`src/rtl/nx_mesh_ctrl.sv`:
```
// nx_mesh_ctrl: run controller for the node mesh.
// Sequences mesh cycles (trigger, settle, wait for idle), circulates one token
// per column, counts completed cycles and drains all tokens home before ending.
// Optional feature macro: NX_MESH_CTRL_TIMEOUT_EN (WAIT_IDLE timeout of TIMEOUT cycles).
module nx_mesh_ctrl #(
    parameter int COLUMNS     = 3,
    parameter int CYCLE_WIDTH = 32,
    parameter int TIMEOUT     = 1024
) (
    input  logic                   clk_i,
    input  logic                   rst_ni,
    input  logic                   start_i,
    input  logic                   stop_i,
    input  logic [CYCLE_WIDTH-1:0] cycles_i,
    input  logic                   mesh_idle_i,
    output logic                   mesh_trigger_o,
    output logic [COLUMNS-1:0]     token_grant_o,
    input  logic [COLUMNS-1:0]     token_release_i,
    output logic                   active_o,
    output logic                   done_o,
    output logic [CYCLE_WIDTH-1:0] cycle_count_o,
    output logic                   error_o
);

    typedef enum logic [2:0] {
        ST_IDLE      = 3'd0,
        ST_TRIGGER   = 3'd1,
        ST_SETTLE    = 3'd2,
        ST_WAIT_IDLE = 3'd3,
        ST_DRAIN     = 3'd4
    } state_t;

    state_t                 r_state;
    state_t                 w_state_next;
    logic [COLUMNS-1:0]     r_held;
    logic [COLUMNS-1:0]     w_held_next;
    logic [COLUMNS-1:0]     r_grant;
    logic [COLUMNS-1:0]     w_grant_next;
    logic [CYCLE_WIDTH-1:0] r_target;
    logic [CYCLE_WIDTH-1:0] w_target_next;
    logic [CYCLE_WIDTH-1:0] r_count;
    logic [CYCLE_WIDTH-1:0] w_count_next;
    logic [CYCLE_WIDTH-1:0] w_count_inc;
    logic                   r_stop_pending;
    logic                   w_stop_pending_next;
    logic                   r_error;
    logic                   w_error_next;
    logic                   r_trigger;
    logic                   r_active;
    logic                   r_done;
    logic                   w_start_acc;
    logic                   w_run_phase;
    logic                   w_run_phase_next;
    logic                   w_spurious;
    logic                   w_all_home;
    logic                   w_target_hit;
    logic                   w_timeout;

    // Token engine and cycle sequencing only run while a mesh cycle is in flight.
    assign w_run_phase      = (r_state == ST_TRIGGER) || (r_state == ST_SETTLE) ||
                              (r_state == ST_WAIT_IDLE);
    assign w_run_phase_next = (w_state_next == ST_TRIGGER) || (w_state_next == ST_SETTLE) ||
                              (w_state_next == ST_WAIT_IDLE);
    assign w_all_home       = &r_held;
    assign w_spurious       = |(token_release_i & r_held);
    assign w_count_inc      = r_count + CYCLE_WIDTH'(1);
    assign w_target_hit     = (r_target != {CYCLE_WIDTH{1'b0}}) && (w_count_inc == r_target);

`ifdef NX_MESH_CTRL_TIMEOUT_EN
    localparam int TO_W = (TIMEOUT > 1) ? $clog2(TIMEOUT) : 1;
    logic [TO_W-1:0] r_wait_cnt;

    // Count consecutive WAIT_IDLE cycles; any other state clears it so each entry starts at zero.
    always_ff @(posedge clk_i or negedge rst_ni) begin
        if (!rst_ni) begin
            r_wait_cnt <= {TO_W{1'b0}};
        end else if (r_state == ST_WAIT_IDLE) begin
            r_wait_cnt <= r_wait_cnt + TO_W'(1);
        end else begin
            r_wait_cnt <= {TO_W{1'b0}};
        end
    end

    assign w_timeout = (r_state == ST_WAIT_IDLE) && !mesh_idle_i &&
                       (r_wait_cnt == TO_W'(TIMEOUT - 1));
`else
    // Feature disabled: WAIT_IDLE never times out; TIMEOUT has no effect here.
    assign w_timeout = (TIMEOUT < 32'sd0);
`endif

    // Next-state logic for the run sequencer, including target/count bookkeeping.
    always_comb begin
        w_state_next  = r_state;
        w_target_next = r_target;
        w_count_next  = r_count;
        w_start_acc   = 1'b0;
        case (r_state)
            ST_IDLE: begin
                if (start_i) begin
                    w_start_acc   = 1'b1;
                    w_target_next = cycles_i;
                    w_count_next  = {CYCLE_WIDTH{1'b0}};
                    w_state_next  = ST_TRIGGER;
                end else begin
                    w_state_next  = ST_IDLE;
                end
            end
            ST_TRIGGER: begin
                w_state_next = ST_SETTLE;
            end
            ST_SETTLE: begin
                // Node idle flags only drop one cycle after the trigger, so ignore them here.
                w_state_next = ST_WAIT_IDLE;
            end
            ST_WAIT_IDLE: begin
                if (mesh_idle_i) begin
                    w_count_next = w_count_inc;
                    if (r_stop_pending || stop_i || w_target_hit) begin
                        w_state_next = ST_DRAIN;
                    end else begin
                        w_state_next = ST_TRIGGER;
                    end
                end else if (w_timeout) begin
                    w_state_next = ST_DRAIN;
                end else begin
                    w_state_next = ST_WAIT_IDLE;
                end
            end
            ST_DRAIN: begin
                if (w_all_home) begin
                    w_state_next = ST_IDLE;
                end else begin
                    w_state_next = ST_DRAIN;
                end
            end
            default: begin
                w_state_next = ST_IDLE;
            end
        endcase
    end

    // Token bookkeeping: a grant sends the token out, a release brings it home.
    // A release on a token already home is ignored here and flagged as an error.
    always_comb begin
        w_held_next  = (r_held & ~r_grant) | (token_release_i & ~r_held);
        if (w_run_phase_next) begin
            w_grant_next = w_held_next;
        end else begin
            w_grant_next = {COLUMNS{1'b0}};
        end
    end

    // Stop requests are remembered until the current mesh cycle completes; error is sticky per run.
    always_comb begin
        if (w_start_acc) begin
            w_stop_pending_next = 1'b0;
        end else if (w_run_phase && stop_i) begin
            w_stop_pending_next = 1'b1;
        end else begin
            w_stop_pending_next = r_stop_pending;
        end
        if (w_start_acc) begin
            w_error_next = w_spurious;
        end else begin
            w_error_next = r_error | w_spurious | w_timeout;
        end
    end

    // Sequencer state and run bookkeeping registers.
    always_ff @(posedge clk_i or negedge rst_ni) begin
        if (!rst_ni) begin
            r_state        <= ST_IDLE;
            r_held         <= {COLUMNS{1'b1}};
            r_target       <= {CYCLE_WIDTH{1'b0}};
            r_count        <= {CYCLE_WIDTH{1'b0}};
            r_stop_pending <= 1'b0;
            r_error        <= 1'b0;
        end else begin
            r_state        <= w_state_next;
            r_held         <= w_held_next;
            r_target       <= w_target_next;
            r_count        <= w_count_next;
            r_stop_pending <= w_stop_pending_next;
            r_error        <= w_error_next;
        end
    end

    // Output registers, loaded from next-state values so each pulse lines up with its state.
    always_ff @(posedge clk_i or negedge rst_ni) begin
        if (!rst_ni) begin
            r_trigger <= 1'b0;
            r_grant   <= {COLUMNS{1'b0}};
            r_active  <= 1'b0;
            r_done    <= 1'b0;
        end else begin
            r_trigger <= (w_state_next == ST_TRIGGER);
            r_grant   <= w_grant_next;
            r_active  <= (w_state_next != ST_IDLE);
            r_done    <= (w_state_next == ST_DRAIN) && (&w_held_next);
        end
    end

    assign mesh_trigger_o = r_trigger;
    assign token_grant_o  = r_grant;
    assign active_o       = r_active;
    assign done_o         = r_done;
    assign cycle_count_o  = r_count;
    assign error_o        = r_error;

endmodule
```
`config.mk`:
```
export PLATFORM = sky130hd
export DESIGN_NAME = nx_mesh_ctrl
export DESIGN_NICKNAME = d
export VERILOG_FILES = /design/src/rtl/nx_mesh_ctrl.sv
export SDC_FILE = /design/constraint.sdc
export NUM_CORES = 1
export LEC_CHECK = 0
export CAP_MARGIN = 20
export CORE_MARGIN = 4
export CORE_UTILIZATION = 44
export CTS_CLUSTER_SIZE = 10
export DETAILED_ROUTE_END_ITERATION = 6
export PLACE_DENSITY = 0.75
export SETUP_SLACK_MARGIN = 0.2
export SLEW_MARGIN = 20
export SYNTH_ARGS = -nofsm -noshare
export SYNTH_HDL_FRONTEND = slang
export SYNTH_SLANG_ARGS = --single-unit
```
`constraint.sdc`:
```
create_clock -name clk_i -period 3.1 [get_ports clk_i]
set_input_delay 0.93 -clock clk_i [delete_from_list [all_inputs] [get_ports clk_i]]
set_output_delay 0.93 -clock clk_i [all_outputs]
set_load 0.03 [all_outputs]
```
**Word level (Yosys, flattened, before mapping)**

Index checks and enable logic that the tools add are counted.

- Register bits after elaboration: 78
- Output and inout port bits: 39
- Logic and storage cells: 62
- Input port bits: 40

- Bitwise gates (word level): 7
- Reductions and logical operators: 19
- Mux-type cells: 14
- Add/subtract/negate cells: 1
- Equal/unequal tests: 11

Operators with widths:

| kind | number |
|---|---|
| 32-bit 2-to-1 mux | 2 |
| 32-bit case mux with 2 select lines | 1 |
| 32-bit by 1-bit adder with 32-bit output, second input constant | 1 |
| 32-bit == test | 1 |
| 32-bit nonzero test | 1 |
| 3-bit case mux with 5 select lines | 1 |
| 3-bit by 2-bit == test with 1-bit output, second input constant | 4 |
| 3-bit 2-to-1 mux | 4 |
| 3-bit AND | 3 |
| 3-bit AND reduction | 3 |
| 3-bit by 1-bit == test with 1-bit output, second input constant | 2 |
| 3-bit == test, second input constant | 2 |
| 1-bit logical OR | 6 |
| 1-bit 2-to-1 mux | 6 |
| 3-bit inverter | 2 |
| 2-bit != test, second input constant | 2 |
| 2-bit nonzero test | 2 |
| 1-bit logical AND | 3 |
| 3-bit zero test | 1 |
| 3-bit bitwise OR | 1 |
| 3-bit nonzero test | 1 |
| 3-bit OR reduction | 1 |
| 2-bit AND reduction | 1 |
| 1-bit bitwise OR | 1 |

**Logic depth before layout (Yosys ltp)**

- Word-level depth: 11
- Mapped depth: 10
- Depth with buffers taken out: 9

**Least setup slack after synthesis**

OpenSTA, ideal clock, no wires.

- Path kind: register -> register
- Start point: register r_count[0] (netlist: cycle_count_o[0])
- End point: register r_grant[0] (netlist: token_grant_o[0])
- Arrival: 3.151 ns
- Setup slack: -0.200 ns
- Stages on the path, launching flop included: 11
- Data required time: 2.951 ns
- Setup time: 0.149 ns
- Clock period less this slack: 3.300 ns
- Buffers on the path: 1
- Path through: dfrtp_1 -> ha_1 -> nand3_2 -> or4_1 -> buf_2 -> nor3_1 -> mux2_1 -> o311ai_1 -> a21oi_1 -> o41ai_2 -> a211oi_1

- Longest elaborated chain between the ends: 11
- Elaborated cells between the ends (all ways): 13
- Classes of those cells: add/sub: 1; eq/ne: 4; mux: 4; reduce/logical: 4

RTL lines:

| element | RTL line | RTL |
|---|---|---|
| from (decl) | 41 | `logic [CYCLE_WIDTH-1:0] r_count;` |
| from (signal assigned) | 175 | `r_count <= {CYCLE_WIDTH{1'b0}};` |
| from (signal assigned) | 182 | `r_count <= w_count_next;` |
| 32-bit by 1-bit adder with 32-bit output * | 66 | `assign w_count_inc = r_count + CYCLE_WIDTH'(1);` |
| 32-bit == test * | 67 | `assign w_target_hit = (r_target != {CYCLE_WIDTH{1'b0}}) && (w_count_inc == r_target);` |
| 1-bit logical AND * | 67 |  |
| 1-bit logical OR * | 118 | `if (r_stop_pending \|\| stop_i \|\| w_target_hit) begin` |
| 3-bit 2-to-1 mux * | 118 |  |
| 3-bit 2-to-1 mux * | 116 | `if (mesh_idle_i) begin` |
| 3-bit case mux with 5 select lines * | 97 | `case (r_state)` |
| 3-bit by 1-bit == test with 1-bit output / 3-bit by 2-bit == test with 1-bit output (equally long branches) | 62 | `assign w_run_phase_next = (w_state_next == ST_TRIGGER) \|\| (w_state_next == ST_SETTLE) \|\|` |
| 1-bit logical OR | 62 |  |
| 1-bit logical OR * | 62 |  |
| 3-bit 2-to-1 mux * | 146 | `if (w_run_phase_next) begin` |
| named net w_grant_next[0] | 38 | `logic [COLUMNS-1:0] w_grant_next;` |
| to (signal assigned) | 192 | `r_grant <= {COLUMNS{1'b0}};` |
| to (signal assigned) | 197 | `r_grant <= w_grant_next;` |
| to (decl) | 37 | `logic [COLUMNS-1:0] r_grant;` |

The timed path passes the listed nets; every way through them passes the cells marked *.
A chain may end at the register's enable or synchronous reset.

**Worst setup path after layout**

- Start point: register r_count[5] (netlist: cycle_count_o[5])
- End point: register r_trigger (netlist: mesh_trigger_o)

- Longest elaborated chain between the ends: 8

RTL lines:

| element | RTL line | RTL |
|---|---|---|
| 32-bit by 1-bit adder with 32-bit output | 66 |  |
| 32-bit == test | 67 |  |
| 1-bit logical AND | 67 |  |
| 1-bit logical OR | 118 |  |
| 3-bit 2-to-1 mux | 118 |  |
| 3-bit 2-to-1 mux | 116 |  |
| 3-bit case mux with 5 select lines | 97 |  |
| 3-bit by 1-bit == test with 1-bit output | 196 | `r_trigger <= (w_state_next == ST_TRIGGER);` |
| to (signal assigned) | 196 |  |
| to (decl) | 48 | `logic r_trigger;` |

Every way passes these cells.

==> tab_implementation.tex <==
\begin{tabular}{lr}
\hline
Metric & Value \\
\hline
\multicolumn{2}{l}{\textbf{Run status}} \\
\quad Status & finished, final reports clean \\
\multicolumn{2}{l}{\textbf{Yosys}} \\
\quad Leading register cell type out of synthesis & dfrtp\_1 \\
\quad Cells after Synth & 512 \\
\quad Main area contributors after synthesis & dfrtp\_1 (40\%), mux2\_2 (8.1\%), xnor2\_1 (5.4\%) \\
\quad Mean area per synthesized cell & 9.22 µm² \\
\quad EDFF count, synth & 0 \\
\quad Most used standard cell by instance count after synthesis & dfrtp\_1 \\
\quad Cell type with the largest total area after synthesis & dfrtp\_1 \\
\quad Most common library cells after synthesis & dfrtp\_1 (75), o21ai\_0 (44), nand2\_1 (43) \\
\quad Fraction of post-synthesis cell area in the top cell type by area & about two fifths \\
\quad YS warnings & 0 \\
\quad Sequential element share of the synthesized area & approximately two fifths \\
\quad Net Count, Synth & about 550 \\
\quad Number of storage elements in the synthesis netlist & around 80 \\
\quad Post-synth design cell area & roughly 4700 µm² \\
\quad Async S/R FF share, synth & 100\% \\
\quad Number of distinct standard cells referenced by the synthesized netlist & slightly below 60 \\
\multicolumn{2}{l}{\textbf{Global routing}} \\
\quad Grt ovf & 0 \\
\quad Number of global-route vias before repair & 4345 \\
\quad Antenna violations before repair & 0 \\
\quad Wire length of the first global-routing pass & between 20000 and 25000 µm \\
\quad Pin count of the biggest net entering global routing & 44 \\
\quad All-Layer GR Usage & a little under a quarter \\
\multicolumn{2}{l}{\textbf{Timing}} \\
\quad Actual slew at the worst max-slew pin & $\sim$0.63 ns \\
\quad Final number of setup-violating endpoints & 0 \\
\quad Fin Clk Skew & 0.00908 ns \\
\quad Clock period minus worst slack & around 2.8 ns \\
\quad Max-slew headroom at the worst pin & 58.3\% \\
\quad Count of final hold-check violations & 0 \\
\quad Final TNS setup & 0 ns \\
\quad Highest Clock Rate & roughly 0.35 GHz \\
\quad Crit share post-route & between 90\% and 100\% \\
\quad Total count of max-transition violations in the final report & 0 \\
\quad Setup repair after global routing missed its margin & true \\
\multicolumn{2}{l}{\textbf{Worst setup path}} \\
\quad Data arrival time of the worst path & 3.05 ns \\
\quad CP max stage cell & dfrtp\_2 \\
\quad Endpoint kind of the worst setup timing path & flip-flop \\
\quad Cell chain of the critical path & and3\_1, nand4\_1, nor4\_2, a21o\_1, nor4bb\_1, buf\_4, nand4\_1, o41ai\_2, buf\_4, a31oi\_1 \\
\quad Crit path largest cell delay & approximately 0.47 ns \\
\quad Crit path max fanout & 10 \\
\quad Category of the most critical setup path & reg -> reg \\
\quad Category of the worst setup path launch point & flip-flop \\
\quad Worst path required time & approximately 3.3 ns \\
\multicolumn{2}{l}{\textbf{Finish}} \\
\quad Share of final-layout standard cells stronger than drive strength 1 & around a fifth \\
\quad Final net count & roughly 650 \\
\quad Synthesis-to-layout area growth & 31.4\% \\
\quad Number of fill cells & between 900 and 1000 \\
\quad Count of inserted antenna diode cells & 0 \\
\quad Post-layout instance area & about 6200 µm² \\
\multicolumn{2}{l}{\textbf{Detailed routing}} \\
\quad Post-DRT Antenna Nets & 0 \\
\quad Wire length per cell after detailed routing & $\sim$19 µm \\
\quad Remaining DRCs & 0 \\
\quad Via count normalized by instance count & 5.93 \\
\quad WL final & approximately 15000 µm \\
\quad Via total after detailed routing & about 4500 \\
\quad Initial DRC Count & 295 \\
\quad Detailed-router iteration count before antenna repair & 5 \\
\multicolumn{2}{l}{\textbf{Floorplanning}} \\
\quad Effective utilization at floorplan & between 40\% and 50\% \\
\quad Site Rows & 37 \\
\quad Chip height & about 110 µm \\
\quad Placeable core region & 10400 µm² \\
\quad Die Area & $\sim$12000 µm² \\
\quad Die width & about 110 µm \\
\quad Boundary Pins & 79 \\
\multicolumn{2}{l}{\textbf{Clock network}} \\
\quad Number of sinks handled by clock tree synthesis & roughly 80 \\
\quad Clock Path Buffers & 2 \\
\quad Clock insertion delay at the later pin of the skew report & 0.36 ns \\
\quad H-tree Lvls & 3 \\
\quad Number of buffers inserted during clock tree synthesis & 9 \\
\quad TritonCTS clock tree & done \\
\quad Cell chosen for the clock root & clkbuf\_8 \\
\quad Clock slew at reported path FFs & 0.09 ns \\
\multicolumn{2}{l}{\textbf{Placement}} \\
\quad Number of I/O port buffers & between 70 and 80 \\
\quad Placed cell areas & 5830 µm² \\
\quad DP HPWL & $\sim$11000 µm \\
\quad Routability congestion estimate & roughly 0.95 \\
\multicolumn{2}{l}{\textbf{Pwr}} \\
\quad Areal power density over the cells & 691 nW/µm² \\
\quad Worst vdd ir & between 0.4 and 0.5 mV \\
\quad Static power due to leakage & 2.44 nW \\
\quad Sum of internal, switching and leakage power & approximately 4.3 mW \\
\multicolumn{2}{l}{\textbf{Job}} \\
\quad Number of maximum-capacitance violations & 0 \\
\multicolumn{2}{l}{\textbf{Min path}} \\
\quad Class of the tightest hold or removal check & in -> async \\
\hline
\end{tabular}
registers in the layout, summed over array words and instances, names as in the netlist, 3 cells and up:
name / flops
token_grant_o: 3
r_state: 3
cycle_count_o: 32
r_target: 32
r_held: 3
where the power goes:
part           switching, mW  internal [mW]
registers              0.384           1.34
logic                  0.925          0.815
clock network          0.400          0.416
placed cells by master, fill, tap and decap left out, types with 9 or more instances in the layout:
master,netlist,routed
o21ai_0,44,44
clkdlybuf4s50_1,0,77
o31ai_1,16,15
dfrtp_2,0,9
nor3_1,13,9
nand4_1,15,15
nand3_1,19,19
nor2_1,39,39
xnor2_1,29,28
clkbuf_8,0,11
buf_4,1,43
inv_1,10,10
xor2_1,16,16
a31oi_1,12,12
nand2_1,43,43
a21oi_1,13,13
dfrtp_1,75,66
nor4_1,19,16
and3_1,9,9
mux2_2,34,34
critical path: cells and delay by family, from the launching register on:
family                 cells  cell delay (ns)
AND/OR/NAND/NOR            5             1.27
AO/OA/AOI/OAI              3             0.59
buffers and inverters      2             0.35
flip-flops                 1             0.47
worst paths after layout:
path                                  start        endpoint  slack (ns)  cells after the start
max in group asynchronous            rst_ni       r_held[1]        1.95                      2
setup reg to reg           cycle_count_o[5]  mesh_trigger_o        0.27                     10
setup / recovery           cycle_count_o[5]  mesh_trigger_o        0.27                     10
min in group clk_i         token_grant_o[1]       r_held[1]        0.47                      1
hold reg to reg            token_grant_o[1]       r_held[1]        0.47                      1
hold / removal                       rst_ni    r_target[24]        0.47                      1
cell families after synthesis:
kind of cell | count (synthesis) | synth area share, %
simple gates | 200 | 23.0
compound gates | 109 | 14.5
flops | 78 | 41.4
xor+xnor | 45 | 8.35
buf+inv | 42 | 3.66
mux | 37 | 8.78
fa+ha+maj | 1 | 0.265
stage by stage:
stage	instances	setup WS (ns)	hold WS [ns]	utilization, %
after floorplan	512	0.200	0.443	-
after global placement	728	0.196	0.464	56.3
after detailed placement	728	0.116	0.466	56.3
after CTS	744	0.214	0.473	58.3
after global routing	753	0.181	0.480	59.8
final	753	0.272	0.469	59.8
routing by layer:
layer	vias to the layer above	track usage [%]	routed length (µm)
li1	2086	-	-
met1	2202	32.8	6610
met2	152	36.1	6690
met3	26	3.59	858
met4	0	9.08	361
met5	-	0	0
cell type report:
class | count | area [µm²] | area share (%)
multi-input combinational | 392 | 2700 | 43.6
clock buffer | 11 | 151 | 2.44
tap | 136 | 170 | 2.74
timing repair buffer | 121 | 1110 | 18.0
sequential | 78 | 1970 | 31.7
inverter | 10 | 37.5 | 0.605
clock inverter | 5 | 57.6 | 0.928
timing repair:
item	CTS	global route
endpoints found under the setup margin	6	6
pin swaps	0	5
hold buffers	0	0
cloned	0	0
resized for setup	2	16
buffers inserted	0	9
Note: power is estimated with default switching activity, not from simulation.
